--- config.mk ---
export PLATFORM = sky130hd
export DESIGN_NAME = hazard_sched
export DESIGN_NICKNAME = d
export VERILOG_FILES = /design/src/rtl/hazard_sched.sv
export SDC_FILE = /design/constraint.sdc
export NUM_CORES = 1
export LEC_CHECK = 0
export ABC_AREA = 0
export CAP_MARGIN = 5
export CORE_AREA = 3 3 45 47
export DETAILED_ROUTE_END_ITERATION = 7
export DIE_AREA = 0 0 48 50
export GPL_TIMING_DRIVEN = 0
export PLACE_DENSITY = 0.66
export SYNTH_ARGS = -nofsm -noshare
export SYNTH_HDL_FRONTEND = slang
export SYNTH_SLANG_ARGS = --single-unit
--- constraint.sdc ---
create_clock -name clk -period 1.8 [get_ports clk]
set_input_delay 0.18 -clock clk [delete_from_list [all_inputs] [get_ports clk]]
set_output_delay 0.18 -clock clk [all_outputs]
set_load 0.005 [all_outputs]
--- src/rtl/hazard_sched.sv ---
// hazard_sched: load-use, taken-branch and multi-cycle MDU hazard control for the 5-stage core.
// Define HAZARD_STATS_EN to add saturating stall_cnt / flush_cnt outputs.
module hazard_sched #(
    parameter logic [5:0] LW_OP   = 6'b100011,
    parameter logic [5:0] NOOP_OP = 6'b111111,
    parameter logic [5:0] MDU_OP  = 6'b011100,
    parameter int unsigned MDU_LAT = 4
) (
    input  logic       clk,
    input  logic       rst,
    input  logic [4:0] id_rs,
    input  logic [4:0] id_rt,
    input  logic [4:0] ex_rd,
    input  logic [5:0] ex_operation,
    input  logic       branch_taken,
    output logic       pc_write,
    output logic       if_id_write,
    output logic       if_id_flush,
    output logic       id_ex_write,
    output logic       id_ex_bubble,
    output logic       ex_mem_bubble,
`ifdef HAZARD_STATS_EN
    output logic [15:0] stall_cnt,
    output logic [15:0] flush_cnt,
`endif
    output logic       mdu_busy
);
    typedef enum logic {RUN, MDU_HOLD} state_t;

    state_t     state_q, state_d;
    logic [3:0] cnt_q, cnt_d;
    logic       retire_q, retire_d;
    logic       live, run, load_use, mdu_entry, hold, br, lu;

    assign live      = ex_operation != NOOP_OP;
    assign run       = state_q == RUN;
    assign load_use  = live && ex_operation == LW_OP && ex_rd != 5'd0 &&
                       (ex_rd == id_rs || ex_rd == id_rt);
    // The MDU op is still in EX during its retire cycle; it must not re-enter the hold.
    assign mdu_entry = run && !branch_taken && live && ex_operation == MDU_OP && !retire_q;
    assign hold      = !run || mdu_entry;
    assign br        = run && branch_taken;
    assign lu        = run && !branch_taken && !mdu_entry && load_use;

    assign pc_write      = !rst && !hold && !lu;
    assign if_id_write   = !rst && !hold && !lu;
    assign id_ex_write   = !rst && !hold;
    assign if_id_flush   = rst || br;
    assign id_ex_bubble  = rst || br || lu;
    assign ex_mem_bubble = rst || hold;
    assign mdu_busy      = !rst && hold;

    always_comb begin
        state_d  = mdu_entry ? MDU_HOLD : (!run && cnt_q == 4'd1) ? RUN : state_q;
        cnt_d    = mdu_entry ? 4'(MDU_LAT - 1) : !run ? cnt_q - 4'd1 : 4'd0;
        retire_d = !run && cnt_q == 4'd1;
    end

    always_ff @(posedge clk or posedge rst) begin
        if (rst) begin
            state_q  <= RUN;
            cnt_q    <= 4'd0;
            retire_q <= 1'b0;
        end else begin
            state_q  <= state_d;
            cnt_q    <= cnt_d;
            retire_q <= retire_d;
        end
    end

`ifdef HAZARD_STATS_EN
    logic [15:0] stall_q, flush_q;

    always_ff @(posedge clk or posedge rst) begin
        if (rst) begin
            stall_q <= 16'd0;
            flush_q <= 16'd0;
        end else begin
            if (!pc_write && stall_q != 16'hFFFF) stall_q <= stall_q + 16'd1;
            if (if_id_flush && flush_q != 16'hFFFF) flush_q <= flush_q + 16'd1;
        end
    end

    assign stall_cnt = stall_q;
    assign flush_cnt = flush_q;
`endif
endmodule

# After elaboration in Yosys (flattened, before gate mapping)
# Index checks and enable logic that the tools add are counted.
[totals]
register_bits = 6
word_cells = 42
[op_classes]
n_eq_ne = 6
n_mux = 4
reduce_logical = 27
n_bitwise = 1
n_addsub = 1
[ops]
columns = ["cell", "n"]
rows = [
  ["$logic_and A1 B1 Y1", 14],
  ["$eq A5 B5 Y1", 2],
  ["$mux W4", 2],
  ["$eq A6 B5 Y1 const B", 1],
  ["$eq A6 B6 Y1 const B", 1],
  ["$logic_not A1 Y1", 6],
  ["$ne A6 B6 Y1 const B", 1],
  ["$logic_or A1 B1 Y1", 5],
  ["$reduce_bool A5 Y1", 1],
  ["$eq A4 B1 Y1 const B", 1],
  ["$sub A4 B1 Y4 const B", 1],
  ["$mux W1", 2],
  ["$reduce_bool A2 Y1", 1],
  ["$not A1 Y1", 1],
]

# Logic depth before layout (Yosys ltp)
# Gate-level depths: netlist (run 1).
[logic_depth]
ltp_word = 10
depth_mapped = 5
depth_no_buf = 5

# Worst setup path after synthesis (run 1)
# OpenSTA, ideal clock, no wires.
[synth_timing]
kind = "register -> output"
from = "register state_q"
to = "output pc_write"
slack_ns = -0.038
stages_incl_launch_ff = 6
n_path_buf = 1
arrival_ns = 1.658
required_time_ns = 1.620
path_cell_list = "dfrtp_1 > or4_1 > nor4b_2 > or3_2 > a21oi_1 > buf_4"
[synth_between]
elab_chain_len = 10
[synth_lines]
columns = ["item", "line", "rtl"]
rows = [
  ["start: declaration", "30", "state_t state_q, state_d;"],
  ["start signal: assignment", "65", "state_q <= state_d;"],
  ["$not A1 Y1", "36", "assign run = state_q == RUN;"],
  ["$logic_and A1 B1 Y1", "40, 43", ""],
  ["$logic_and A1 B1 Y1 (3 in a row)", "40", "assign mdu_entry = run && !branch_taken && live && ex_operation == MDU_OP && !retire_q;"],
  ["$logic_not A1 Y1", "43", "assign lu = run && !branch_taken && !mdu_entry && load_use;"],
  ["$logic_and A1 B1 Y1 (2 in a row)", "43", ""],
  ["$logic_not A1 Y1", "-", ""],
  ["$logic_and A1 B1 Y1 (*)", "-", ""],
  ["end: declaration", "16", "output logic pc_write,"],
]
# Every way passes the cells marked *; elsewhere a longest branch is shown, timed or not.

# Worst setup path in the final report (run 1)
[layout_timing]
from = "register retire_q"
to = "output pc_write"
[layout_between]
elab_chain_len = 7
[layout_lines]
columns = ["item", "line", "rtl"]
rows = [
  ["start: declaration", "32", "logic retire_q, retire_d;"],
  ["start signal: assignment", "67", "retire_q <= retire_d;"],
  ["$logic_not A1 Y1 (*)", "40", ""],
  ["$logic_and A1 B1 Y1 (*)", "40", ""],
  ["$logic_not A1 Y1", "43", ""],
  ["$logic_and A1 B1 Y1 (2 in a row)", "43", ""],
  ["$logic_not A1 Y1", "45", "assign pc_write = !rst && !hold && !lu;"],
  ["$logic_and A1 B1 Y1 (*)", "45", ""],
]
# Marks and branches as above.

==> results_dict.tcl, run 1 <==
set metrics [dict create \
    status "complete, but fails checks" \
    violations "setup timing" \
    power.switching_uw 289 \
    regArea_um2 151 \
    hold_buffers 0 \
    drt-total-wl_um 1390 \
    worst_pin_slew_ps 413 \
    power.share.combinational 0.582 \
    cap_viol_max_count 0 \
    drt-pass1-iter-count 4 \
    holdWs_ps 257 \
    antenna_found_initial 0 \
    grt-busiest-layer "met2" \
    place_hpwl_um 1120 \
    async_flop_share 1.00 \
    multiInputGateArea_um2 345 \
    synth_area_leaders "dfrtp_1 32%, xnor2_1 22%, ha_1 5.3%, nor2_1 4.8%, inv_1 4.0%" \
    criticalPathCategory "flip-flop to output port" \
    dieArea_um2 2400 \
    synth-edff-count 0 \
    drt-wirelength-per-cell_um 12.9 \
    totalPowerFinal_uw 847 \
    min_period_over_period 1.08 \
    netlist_area_um2 470 \
    cts_sinks 6 \
    io_pins 31 \
    io_buffers 30 \
    drv_slew 0 \
    vias 511 \
    yosys-top-cells-count "12 x xnor2_1, 6 x dfrtp_1, 6 x nor2_1, 5 x inv_1" \
    core_area_um2 1690 \
    drive_gt1_frac 0.286 \
    synth-main-ff-cell "dfrtp_1" \
    cts_buffers 3 \
    nFillCells 160 \
    pre_cts_ws_ps -800 \
    area_delta_synth_final_pct 91.0 \
    die_x_um 48 \
    start_util 0.279 \
    crit_fanout 2 \
    ant_nets 0 \
    grt_overflow_total 0 \
    drtIter0Drc 3 \
    rows 15 \
    ir_drop_v 0.000577 \
    synthCells 53 \
    internal_power_uw 558 \
    track_usage 0.120 \
    switching_share 0.342 \
    powerDensity_nw_per_um2 943 \
    grt_pass1_vias 520 \
    hold_path.class "input port to asynchronous set/reset pin" \
    synthDominantCellAreaShare 0.319 \
    fin_nets 119 \
    cts_tree "done" \
    ys_warn_count 0 \
    cts.path.max_buffers 2 \
    grtUsageMet3 0.0219 \
    yosysTopAreaCell "dfrtp_1" \
    cts_root_buffer "clkbuf_4" \
    max_freq_mhz 515 \
    cp_data_arrival_time_ps 1760 \
    yosysSeqAreaShare 0.319 \
    placed_cells 100 \
    grt.met1_usage 0.109 \
    grt.met2_usage 0.231 \
    seqPwrFrac 0.283 \
    clkTransAtPathRegs_ps 40 \
    start_kind "flip-flop" \
    min_period_ps 1940 \
    hold_viol_final 0 \
    clk_latency_ps 230 \
    yosysMostFrequentCell "xnor2_1" \
    cts_max_level 1 \
    viasPerCell 4.73 \
    place.gp.congestion 0.775 \
    finClkSkew_ps 1.72 \
    ys_ff_latch 6 \
    remaining_drc_errors 0 \
    diodes 0 \
    syn_area_per_cell_um2 8.88 \
    endpoint_kind "output port" \
    fin_cells 108 \
    crit_required_ps 1620 \
    p_clk_frac 0.135 \
    relSlewSlack 0.722 \
    die_h_um 50 \
    setup_viol 5 \
    setup_ws_ps -143 \
    grt_max_degree 7 \
    synth_fp_nets 79 \
    synth_cell_types 21 \
    grt_pass1_wl_um 2040 \
    power_leakage_nw 0.389 \
    rsz0062_at_grt "yes" \
]
-- flip-flops by register name, indices dropped and copies added, names as in the netlist --
| name | count |
|---|---|
| retire_q | 1 |
| state_q | 1 |
| cnt_q | 4 |
-- placed cells by master, fill, tap and decap left out, drive strengths merged, types with 2 or more instances in the layout --
cell type	count
clkdlybuf4s50	19
xnor2	12
buf	12
nor2	6
dfrtp	6
inv	5
dlygate4sd2	4
nand2	3
nor3	3
clkbuf	3
a21o	3
or4	2
nand3	2
ha	2
-- routing by layer --
metal | wire, um | share of wire
met1 | 476 | 0.34
met5 | 0 | 0
met4 | 0 | 0
met3 | 186 | 0.13
met2 | 731 | 0.52
-- layout make-up --
type                       instances  area share
multi-input combinational         41       0.384
timing repair buffer              35       0.365
sequential                         6       0.169
clock buffer                       3      0.0251
tap                               17      0.0237
inverter                           5      0.0209
buffer                             1      0.0125
-- repair_timing --
action,4_1_cts,5_1_grt
pin swaps,7,1
buffers inserted,4,1
endpoints found under the setup margin,6,7
gates cloned,0,0
gates resized for setup,38,5
-- power by group through the flow --
stage | Clock [mW] | Sequential, mW | Combinational, mW
after global routing | 0.129 | 0.251 | 0.550
final | 0.114 | 0.240 | 0.493
after floorplan | 0 | 0.239 | 0.253
after detailed placement | 0 | 0.252 | 0.441
after global placement | 0 | 0.249 | 0.427
after CTS | 0.123 | 0.239 | 0.484
-- worst max-delay path, stage by stage (launching register included) --
cell and delay [ps]:
dfrtp_1 350, or4_4 490, nor4b_4 240, or3_4 190
a21oi_4 40, buf_6 120, buf_6 100
-- stage by stage --
stage                util  setup TNS [ps]  instance area (um^2)
finish              0.532            -447                   898
global placement    0.479           -4000                   808
floorplan               -               0                   487
detailed placement  0.479           -4080                   808
CTS                 0.516            -574                   872
global route        0.532           -1000                   898
-- worst paths after layout --
| path | start | end | slack (ps) | depth (start not counted) |
|---|---|---|---|---|
| min in group clk | cnt_q[3] | retire_q | 460 | 1 |
| worst max-delay path | retire_q | pc_write | -140 | 6 |
| max in group asynchronous | rst | state_q | 1340 | 2 |
| worst min-delay path | rst | cnt_q[3] | 260 | 2 |
| worst max register to register | retire_q | cnt_q[1] | 180 | 6 |
| worst min register to register | cnt_q[3] | retire_q | 460 | 1 |
-- logic make-up (layout without fill, tap and decap cells) --
kind of cell / Yosys count / after routing / synth area share
AND/OR/NAND/NOR: 20 / 20 / 0.242
buffers and inverters: 6 / 44 / 0.0559
XOR/XNOR: 12 / 12 / 0.223
flip-flops: 6 / 6 / 0.319
adder cells (fa/ha/maj): 2 / 2 / 0.0532
AO/OA/AOI/OAI: 7 / 7 / 0.106
Note: power is estimated with default switching activity, not from simulation.
==> run 2: changes to the inputs <==
Settings changed: CORE_AREA 3 3 45 47 to 2 2 44 46, DIE_AREA 0 0 48 50 to 0 0 46 48.
==> results_dict.tcl, run 2 (synthesized netlist as in run 1, its figures left out) <==
set metrics [dict create \
    holdWs_ps 251 \
    antenna_found_initial 0 \
    powerDensity_nw_per_um2 967 \
    max_freq_mhz 493 \
    place_hpwl_um 1080 \
    place.gp.congestion 0.725 \
    largest_register_ffs 4 \
    grt_overflow_total 0 \
    cts_max_level 1 \
    drv_slew 0 \
    io_pins 31 \
    final_common_cell "clkdlybuf4s50_1" \
    drt-wirelength-per-cell_um 12.6 \
    remaining_drc_errors 0 \
    fin_area_um2 946 \
    cts_buffers 3 \
    cp_slowest_cell "or4_4" \
    io_buffers 30 \
    cts_root_buffer "clkbuf_4" \
    hold_path.class "input port to asynchronous set/reset pin" \
    cts_sinks 6 \
    endpoint_kind "output port" \
    totalPowerFinal_uw 915 \
    drive_gt1_frac 0.337 \
    cts_tree "done" \
    drt-pass1-iter-count 3 \
    grt_pass1_wl_um 1930 \
    track_usage 0.125 \
    final_cell_mix "21 x clkdlybuf4s50_1, 12 x xnor2_1, 7 x buf_4" \
    viasPerCell 4.71 \
    core_area_um2 1690 \
    cp_common_cell "buf_6" \
    crit_chain "or4_4 -> nor4b_4 -> or3_4 -> buf_6 -> a21oi_4 -> buf_6 -> buf_6" \
    cts.path.max_buffers 2 \
    cap_viol_max_count 0 \
    pre_cts_ws_ps -782 \
    setup_ws_ps -227 \
    fin_nets 123 \
    setup_viol 5 \
    violations "setup timing" \
    die_x_um 46 \
    vias 527 \
    reg_top3 "cnt_q x4, retire_q x1, state_q x1" \
    cp_top_family "simple AND/OR/NAND/NOR gates" \
    drt-total-wl_um 1420 \
    criticalPathCategory "flip-flop to output port" \
    hold_buffers 0 \
    dieArea_um2 2210 \
    min_period_ps 2030 \
    start_util 0.279 \
    clk_latency_ps 230 \
    rows 15 \
    crit_required_ps 1620 \
    clkTransAtPathRegs_ps 40 \
    power_leakage_nw 0.416 \
    diodes 0 \
    finClkSkew_ps 0.293 \
    path_buf_inv 3 \
    relSlewSlack 0.760 \
    post_dp_cell_area_um2 808 \
    status "complete, but fails checks" \
    worst_pin_slew_ps 358 \
    hold_viol_final 0 \
    start_kind "flip-flop" \
    ff2ff_setup_slack_ps 80 \
    regMostFlops "cnt_q" \
    min_period_over_period 1.13 \
    postLayoutCoreUtil 0.560 \
    cp_data_arrival_time_ps 1850 \
    rsz0062_at_grt "yes" \
    grt_pass1_vias 504 \
    crit_fanout 2 \
    ant_nets 0 \
    die_h_um 48 \
    area_delta_synth_final_pct 101 \
    drtIter0Drc 3 \
    slowest_delay_ps 490 \
    grt_max_degree 7 \
    ir_drop_v 0.000605 \
]
-- run 2: cell count changes in the layout (fill, tap and decap cells not counted), sizes merged --
cell / change
clkdlybuf4s50: +2
dlygate4sd2: -2
buf: +4
-- run 2: layout make-up --
type                            count  area [um^2]
Buffer                              1         11.3
Tap cell                           17         21.3
Multi-Input combinational cell     41          357
Clock buffer                        3         22.5
Inverter                            5         18.8
Sequential cell                     6          151
Fill cell                         159          743
Timing Repair Buffer               39          364
-- run 2: worst register-to-register path, delay by kind of cell (launching register included) --
kind	cells	cell delay [ps]
and+or+nand+nor	2	740
DFF	1	360
buffers and inverters	4	460
AOI/OAI and AO/OA	1	100
-- run 2: worst paths after layout --
path,from,endpoint,cells after the start
setup reg to reg,retire_q,cnt_q[1],7
min in group clk,cnt_q[3],retire_q,1
max in group asynchronous,rst,state_q,2
hold reg to reg,cnt_q[3],retire_q,1
setup / recovery,retire_q,pc_write,7
hold / removal,rst,cnt_q[1],2
-- run 2: through the flow --
stage	cells	TNS (ps)
2_1_floorplan	53	0
3_3_place_gp	100	-4010
3_5_place_dp	100	-4080
4_1_cts	111	-836
5_1_grt	112	-1240
6_report	112	-825
-- run 2: what timing repair did --
item	4_1_cts	5_1_grt
gates cloned	0	0
buffers inserted	8	2
resized for setup	36	8
setup endpoints to repair	6	7
pin swaps	8	2
-- run 2: per-layer routing --
layer  vias up  track usage  part of all wire
met2        27        0.217              0.50
met3         2       0.0453              0.12
met1       237        0.120              0.37
met5         -            0                 0
met4         0       0.0971             0.012
li1        261            -                 -
-- run 2: power breakdown --
group | internal, mW | switching [mW] | leakage, nW
sequential | 0.198 | 0.0442 | 0.0791
clock | 0.0748 | 0.0401 | 0.0138
combinational | 0.326 | 0.233 | 0.323
